## config.mk

```make
export PLATFORM = sky130hd
export DESIGN_NAME = sparse_mem_assoc
export DESIGN_NICKNAME = d
export VERILOG_FILES = /design/src/rtl/sparse_mem_assoc_pkg.sv /design/src/rtl/sparse_mem_assoc_match.sv /design/src/rtl/sparse_mem_assoc.sv
export SDC_FILE = /design/constraint.sdc
export NUM_CORES = 2
export LEC_CHECK = 0
export ABC_AREA = 1
export BUFFER_PORTS_ARGS = -buffer_cell sky130_fd_sc_hd__buf_2
export CORE_ASPECT_RATIO = 1.2
export CORE_UTILIZATION = 65
export DETAILED_ROUTE_END_ITERATION = 12
export GPL_ROUTABILITY_DRIVEN = 0
export PLACE_DENSITY = 0.84
export SLEW_MARGIN = 25
export SYNTH_ARGS = -nofsm -noshare
export SYNTH_HDL_FRONTEND = slang
export SYNTH_HIERARCHICAL = 1
export SYNTH_SLANG_ARGS = --single-unit
```

## constraint.sdc

```tcl
create_clock -name clk -period 15.7 [get_ports clk]
set_input_delay 1.57 -clock clk [delete_from_list [all_inputs] [get_ports clk]]
set_output_delay 1.57 -clock clk [all_outputs]
set_load 0.01 [all_outputs]
```

## src/rtl/sparse_mem_assoc_pkg.sv

```systemverilog
// Shared types for the associative sparse memory: opcodes, FSM states, default widths.
package sparse_mem_assoc_pkg;

  localparam int unsigned DEF_ADDR_WIDTH = 32;
  localparam int unsigned DEF_DATA_WIDTH = 32;

  typedef enum logic [1:0] {
    MEM_READ  = 2'd0,
    MEM_WRITE = 2'd1,
    MEM_ERASE = 2'd2
  } mem_op_e;

  typedef enum logic [1:0] {
    IDLE,
    LOOKUP,
    RESP
  } state_e;

endpackage

```

## src/rtl/sparse_mem_assoc_match.sv

```systemverilog
// Combinational tag matcher: finds the resident slot for an address and the lowest free slot.
module sparse_mem_match #(
  parameter int unsigned ENTRIES    = 16,
  parameter int unsigned ADDR_WIDTH = 32
) (
  input  logic [ADDR_WIDTH-1:0]              addr,
  input  logic [ENTRIES-1:0][ADDR_WIDTH-1:0] tags,
  input  logic [ENTRIES-1:0]                 valids,
  output logic                               hit,
  output logic [$clog2(ENTRIES)-1:0]         hit_idx,
  output logic                               free_any,
  output logic [$clog2(ENTRIES)-1:0]         free_idx
);

  localparam int unsigned IDX_W = $clog2(ENTRIES);

  always_comb begin
    hit      = 1'b0;
    hit_idx  = '0;
    free_any = 1'b0;
    free_idx = '0;
    for (int unsigned i = 0; i < ENTRIES; i++) begin
      if (valids[i] && (tags[i] == addr) && !hit) begin
        hit     = 1'b1;
        hit_idx = IDX_W'(i);
      end
      if (!valids[i] && !free_any) begin
        free_any = 1'b1;
        free_idx = IDX_W'(i);
      end
    end
  end

endmodule

```

## src/rtl/sparse_mem_assoc.sv

```systemverilog
// Associative sparse memory with READ/WRITE/ERASE over valid/ready channels.
// Define SPARSE_MEM_EVICT_EN to evict round-robin on a write miss when full.
module sparse_mem_assoc
  import sparse_mem_assoc_pkg::*;
#(
  parameter int unsigned             ADDR_WIDTH   = DEF_ADDR_WIDTH,
  parameter int unsigned             DATA_WIDTH   = DEF_DATA_WIDTH,
  parameter int unsigned             ENTRIES      = 16,
  parameter logic [DATA_WIDTH-1:0]   DEFAULT_DATA = '0
) (
  input  logic                           clk,
  input  logic                           nrst,
  input  logic                           req_valid,
  output logic                           req_ready,
  input  mem_op_e                        req_op,
  input  logic [ADDR_WIDTH-1:0]          req_addr,
  input  logic [DATA_WIDTH-1:0]          req_data,
  output logic                           rsp_valid,
  input  logic                           rsp_ready,
  output logic [DATA_WIDTH-1:0]          rsp_data,
  output logic                           rsp_hit,
  output logic                           rsp_err,
  output logic [$clog2(ENTRIES+1)-1:0]   occupancy,
  output logic                           full
);

  localparam int unsigned IDX_W = $clog2(ENTRIES);
  localparam int unsigned OCC_W = $clog2(ENTRIES+1);

  state_e                             state_q, state_d;
  logic                               ready_q, ready_d;
  mem_op_e                            op_q, op_d;
  logic [ADDR_WIDTH-1:0]              addr_q, addr_d;
  logic [DATA_WIDTH-1:0]              wdata_q, wdata_d;
  logic                               rsp_valid_q, rsp_valid_d;
  logic [DATA_WIDTH-1:0]              rsp_data_q, rsp_data_d;
  logic                               rsp_hit_q, rsp_hit_d;
  logic                               rsp_err_q, rsp_err_d;
  logic [OCC_W-1:0]                   occ_q, occ_d;
  logic [ENTRIES-1:0]                 valid_q, valid_d;
  logic [ENTRIES-1:0][ADDR_WIDTH-1:0] slot_tag_q;
  logic [DATA_WIDTH-1:0]              slot_data_q [ENTRIES];
  logic                               wr_en;
  logic [IDX_W-1:0]                   wr_idx;
  logic                               hit, free_any;
  logic [IDX_W-1:0]                   hit_idx, free_idx;
`ifdef SPARSE_MEM_EVICT_EN
  logic [IDX_W-1:0]                   evict_ptr_q, evict_ptr_d;
`endif

  sparse_mem_match #(
    .ENTRIES    (ENTRIES),
    .ADDR_WIDTH (ADDR_WIDTH)
  ) u_match (
    .addr     (addr_q),
    .tags     (slot_tag_q),
    .valids   (valid_q),
    .hit      (hit),
    .hit_idx  (hit_idx),
    .free_any (free_any),
    .free_idx (free_idx)
  );

  always_comb begin
    state_d     = state_q;
    op_d        = op_q;
    addr_d      = addr_q;
    wdata_d     = wdata_q;
    rsp_valid_d = rsp_valid_q;
    rsp_data_d  = rsp_data_q;
    rsp_hit_d   = rsp_hit_q;
    rsp_err_d   = rsp_err_q;
    occ_d       = occ_q;
    valid_d     = valid_q;
    wr_en       = 1'b0;
    wr_idx      = hit_idx;
`ifdef SPARSE_MEM_EVICT_EN
    evict_ptr_d = evict_ptr_q;
`endif
    case (state_q)
      IDLE: begin
        if (req_valid && ready_q) begin
          op_d    = req_op;
          addr_d  = req_addr;
          wdata_d = req_data;
          state_d = LOOKUP;
        end
      end
      LOOKUP: begin
        state_d     = RESP;
        rsp_valid_d = 1'b1;
        rsp_data_d  = '0;
        rsp_hit_d   = 1'b0;
        rsp_err_d   = 1'b0;
        case (op_q)
          MEM_READ: begin
            rsp_hit_d  = hit;
            rsp_data_d = hit ? slot_data_q[hit_idx] : DEFAULT_DATA;
          end
          MEM_WRITE: begin
            if (hit) begin
              rsp_hit_d = 1'b1;
              wr_en     = 1'b1;
            end else if (free_any) begin
              wr_en             = 1'b1;
              wr_idx            = free_idx;
              valid_d[free_idx] = 1'b1;
              occ_d             = occ_q + OCC_W'(1);
            end else begin
`ifdef SPARSE_MEM_EVICT_EN
              // Victim stays valid, so occupancy is untouched.
              wr_en       = 1'b1;
              wr_idx      = evict_ptr_q;
              evict_ptr_d = (evict_ptr_q == IDX_W'(ENTRIES-1)) ? '0 : evict_ptr_q + IDX_W'(1);
`else
              rsp_err_d = 1'b1;
`endif
            end
          end
          MEM_ERASE: begin
            if (hit) begin
              rsp_hit_d        = 1'b1;
              valid_d[hit_idx] = 1'b0;
              occ_d            = occ_q - OCC_W'(1);
            end
          end
          default: rsp_err_d = 1'b1;
        endcase
      end
      RESP: begin
        if (rsp_ready) begin
          state_d     = IDLE;
          rsp_valid_d = 1'b0;
        end
      end
      default: state_d = IDLE;
    endcase
    ready_d = (state_d == IDLE);
  end

  always_ff @(posedge clk or negedge nrst) begin
    if (!nrst) begin
      state_q     <= IDLE;
      ready_q     <= 1'b0;
      rsp_valid_q <= 1'b0;
      rsp_data_q  <= '0;
      rsp_hit_q   <= 1'b0;
      rsp_err_q   <= 1'b0;
      occ_q       <= '0;
      valid_q     <= '0;
`ifdef SPARSE_MEM_EVICT_EN
      evict_ptr_q <= '0;
`endif
    end else begin
      state_q     <= state_d;
      ready_q     <= ready_d;
      rsp_valid_q <= rsp_valid_d;
      rsp_data_q  <= rsp_data_d;
      rsp_hit_q   <= rsp_hit_d;
      rsp_err_q   <= rsp_err_d;
      occ_q       <= occ_d;
      valid_q     <= valid_d;
`ifdef SPARSE_MEM_EVICT_EN
      evict_ptr_q <= evict_ptr_d;
`endif
    end
  end

  always_ff @(posedge clk) begin
    op_q    <= op_d;
    addr_q  <= addr_d;
    wdata_q <= wdata_d;
    if (wr_en) begin
      slot_tag_q[wr_idx]  <= addr_q;
      slot_data_q[wr_idx] <= wdata_q;
    end
  end

  assign req_ready = ready_q;
  assign rsp_valid = rsp_valid_q;
  assign rsp_data  = rsp_data_q;
  assign rsp_hit   = rsp_hit_q;
  assign rsp_err   = rsp_err_q;
  assign occupancy = occ_q;
  assign full      = (occ_q == OCC_W'(ENTRIES));

endmodule

```

==> results.yml <==
run_status:
  status: "complete, no violations"
critical_path:
  critical_path.slowest_cell: "sky130_fd_sc_hd__edfxtp_1"
  reg2reg_to: "rsp_data[8]"
  r2r_slack_ns: 8.34
  critical_path.endpoint_type: "flop"
  r2r_start: "addr_q[5]"
  cpMostUsedCell: "sky130_fd_sc_hd__nand2_1"
  crit_type: "flop to flop"
  max_incr_delay_on_cp_ns: 0.94
  timing.critical_path.from_type: "flop"
  critical_path_required_ns: 16.31
  crit_path_arrival_time_ns: 7.98
  timing.critical_path.fanout_max: 97
  rr_worst_depth: 31
route:
  detail-route-antenna-nets: 0
  num_vias: 34700
  dr.pass1.iters: 9
  drc_errors: 0
  route.detailed.vias_per_inst: 6.18
  wirelength_um: 133000
  initialDrtViolationCount: 4820
  wl_per_cell_um: 23.7
cts:
  tritoncts_num_sinks: 1149
  cts_made_buffers: 105
  root_buffer: "sky130_fd_sc_hd__clkbuf_16"
  clk_pin_slew_worst_paths_ns: 0.06
  cts_resized: 0
  tritoncts_clock_tree: "yes"
  postCtsHoldBufs: 0
  clock_latency_ns: 0.68
  cts_max_level: 3
  postCtsSetupBuffers: 0
  clock_tree.buffer_depth: 3
synth:
  mappedNetlistArea_um2: 49200
  synthCells: 4423
  yosys.cell_types.count: 60
  register_area_share_after_synthesis_pct: 69.5
  synth.avg_cell_area_um2: 11.1
  synth.top_cells.by_count: "sky130_fd_sc_hd__nand2_1, sky130_fd_sc_hd__edfxtp_1, sky130_fd_sc_hd__inv_1, sky130_fd_sc_hd__nor2_1, sky130_fd_sc_hd__xnor2_1"
  ys_ff_latch: 1149
  postSynthNetCount: 4495
  asr_flop_ratio_synth_pct: 5.13
  synth.largest_area_cell: "sky130_fd_sc_hd__edfxtp_1"
  synthMostInstantiatedCell: "sky130_fd_sc_hd__nand2_1"
  netlist.area_leader.share_pct: 66.5
  postSynth.topFlopCell: "sky130_fd_sc_hd__edfxtp_1"
  synthesis.yosys.warnings: 6
  synth_area_leaders: "sky130_fd_sc_hd__edfxtp_1, sky130_fd_sc_hd__nand2_1, sky130_fd_sc_hd__dfrtp_1"
  synth_enable_flop_cells: 1090
global_route:
  initial_antenna_violation_count: 3
  number_of_global_route_vias_before_repair: 34200
  grt_use_total_pct: 34.7
  grt_start_max_net_pins: 99
  grt_overflow_total: 0
  grt_first_pass_wirelength_um: 197000
floorplanning:
  rows: 110
  die_w_um: 253
  floorplan.core_area_um2: 75000
  initial_core_util_pct: 65.6
  floorplan.die.height_um: 304
  die_area_um2: 76900
  floorplan.io_pins: 112
timing:
  worst_slew_pin_slew_ns: 1.09
  final.setup_skew_ns: 0.0172
  fin_crit_sh_pct: 46.9
  final.min_clock_period_ns: 7.36
  timing.final.max_slew_violations: 0
  fin_hold_ws_ns: 0.481
  maxClockFrequency_ghz: 0.136
  setup_viol: 0
  final_hold_viol_count: 0
  totalNegativeSetupSlack_ns: 0
  timing.slew.headroom_pct: 27.3
  setup_repair_after_global_routing_missed_its_margin: "no"
hold_path:
  holdCritStartpoint: "rsp_data[28]"
  min_path_cells: 2
  hold_path_class: "flop to flop"
  hold_path_end: "rsp_data[28]"
layout:
  synthToLayoutAreaGrowth_pct: 10.0
  multi_input_comb_area_um2: 13200
  fillerInstances: 4634
  nNetsFinal: 4591
  seq_area_um2: 34200
  final_layout_size_suffix_gt1_share_pct: 9.73
power:
  pwr_density_nw_per_um2: 133
  p_leak_nw: 21.0
  ir_drop_uv: 112
placed_design:
  count_of_buffers_from_port_buffering: 111
  dp.final_hpwl_um: 73900
flow_run:
  count_of_max_cap_constraint_violations: 0
==> worst max path at each step <==
stage | startpoint | to | cells past startpoint
after floorplan | req_valid | addr_q[0] | 2
after global placement | addr_q[5] | slot_data_q[3][1] | 27
after detailed placement | addr_q[17] | slot_tag_q[494] | 27
after CTS | addr_q[5] | rsp_data[8] | 31
after global routing | addr_q[5] | rsp_data[8] | 31
final | addr_q[5] | rsp_data[8] | 31
==> placed cells by master (no fill, tap or decap), types with 23 or more instances in the layout <==
cell and count:
sky130_fd_sc_hd__a21oi_1 25, sky130_fd_sc_hd__buf_2 110, sky130_fd_sc_hd__buf_4 62, sky130_fd_sc_hd__clkbuf_16 105, sky130_fd_sc_hd__dfrtp_1 59, sky130_fd_sc_hd__edfxtp_1 1090, sky130_fd_sc_hd__inv_1 179, sky130_fd_sc_hd__inv_2 27
sky130_fd_sc_hd__nand2_1 1966, sky130_fd_sc_hd__nand3_1 82, sky130_fd_sc_hd__nand4_1 34, sky130_fd_sc_hd__nor2_1 157, sky130_fd_sc_hd__nor2_4 23, sky130_fd_sc_hd__nor3_1 27, sky130_fd_sc_hd__o21ai_0 118, sky130_fd_sc_hd__o21ai_1 41
sky130_fd_sc_hd__o22ai_1 71, sky130_fd_sc_hd__xnor2_1 121, sky130_fd_sc_hd__xor2_1 36
==> metal layers <==
layer  vias up  routed length, um  track usage, %
met5         -                 21               0
met4         4              10300            24.6
met3       655              15300            6.55
met2      2639              64200            57.7
met1     16300              43300            41.2
li1      15100                  -               -
==> sequential cells by signal, summed over array words and instances, names as in the netlist, 2 cells and up <==
register	flops
addr_q	32
occupancy	5
op_q	2
rsp_data	32
slot_data_q	512
slot_tag_q	512
state_q	2
valid_q	16
wdata_q	32
==> critical path: cells and delay by family, from the launching register on <==
family	cells	cell delay [ns]
AOI/OAI and AO/OA	3	0.37
buffers and inverters	6	3.46
DFF	1	0.94
and+or+nand+nor	22	2.37
==> final cells by class <==
cell class / instances / share of cell area [%]
flip-flops and latches: 1149 / 63.2
repair buffers: 179 / 2.15
inverters: 213 / 1.51
well taps: 1008 / 2.33
clock buffers: 125 / 5.03
clock inverters: 69 / 1.48
multi-input cells: 2871 / 24.3
diodes: 2 / 0.00924
==> through the flow <==
step	setup WS, ns	utilization (%)	area, um2	instances	total power (W)
global placement	8.89	67.3	50500	5414	0.00455
global route	8.04	72.2	54200	5615	0.00735
floorplan	9.02	-	49200	4423	0.00424
finish	8.34	72.2	54200	5616	0.00719
detailed placement	8.79	67.4	50500	5416	0.00458
CTS	8.70	72.1	54100	5610	0.00716
==> cells by family (layout without fill, tap and decap cells) <==
kind of cell | after synthesis | after routing | share of synthesized area [%]
other cells | 0 | 2 | 0
simple gates | 2362 | 2362 | 19.2
fa+ha+maj | 2 | 2 | 0.0508
flops | 1149 | 1149 | 69.5
xor+xnor | 157 | 157 | 2.79
buf+inv | 403 | 586 | 4.10
compound gates | 350 | 350 | 4.43
==> where the power goes <==
part           internal (W)  total, W  switching (W)  leakage, nW
clock network       0.00151   0.00263        0.00113         1.71
registers           0.00357   0.00369       0.000123         10.6
logic              0.000205  0.000866       0.000661         8.69
total               0.00528   0.00719        0.00191         21.0
Note: power is estimated with default switching activity, not from simulation.
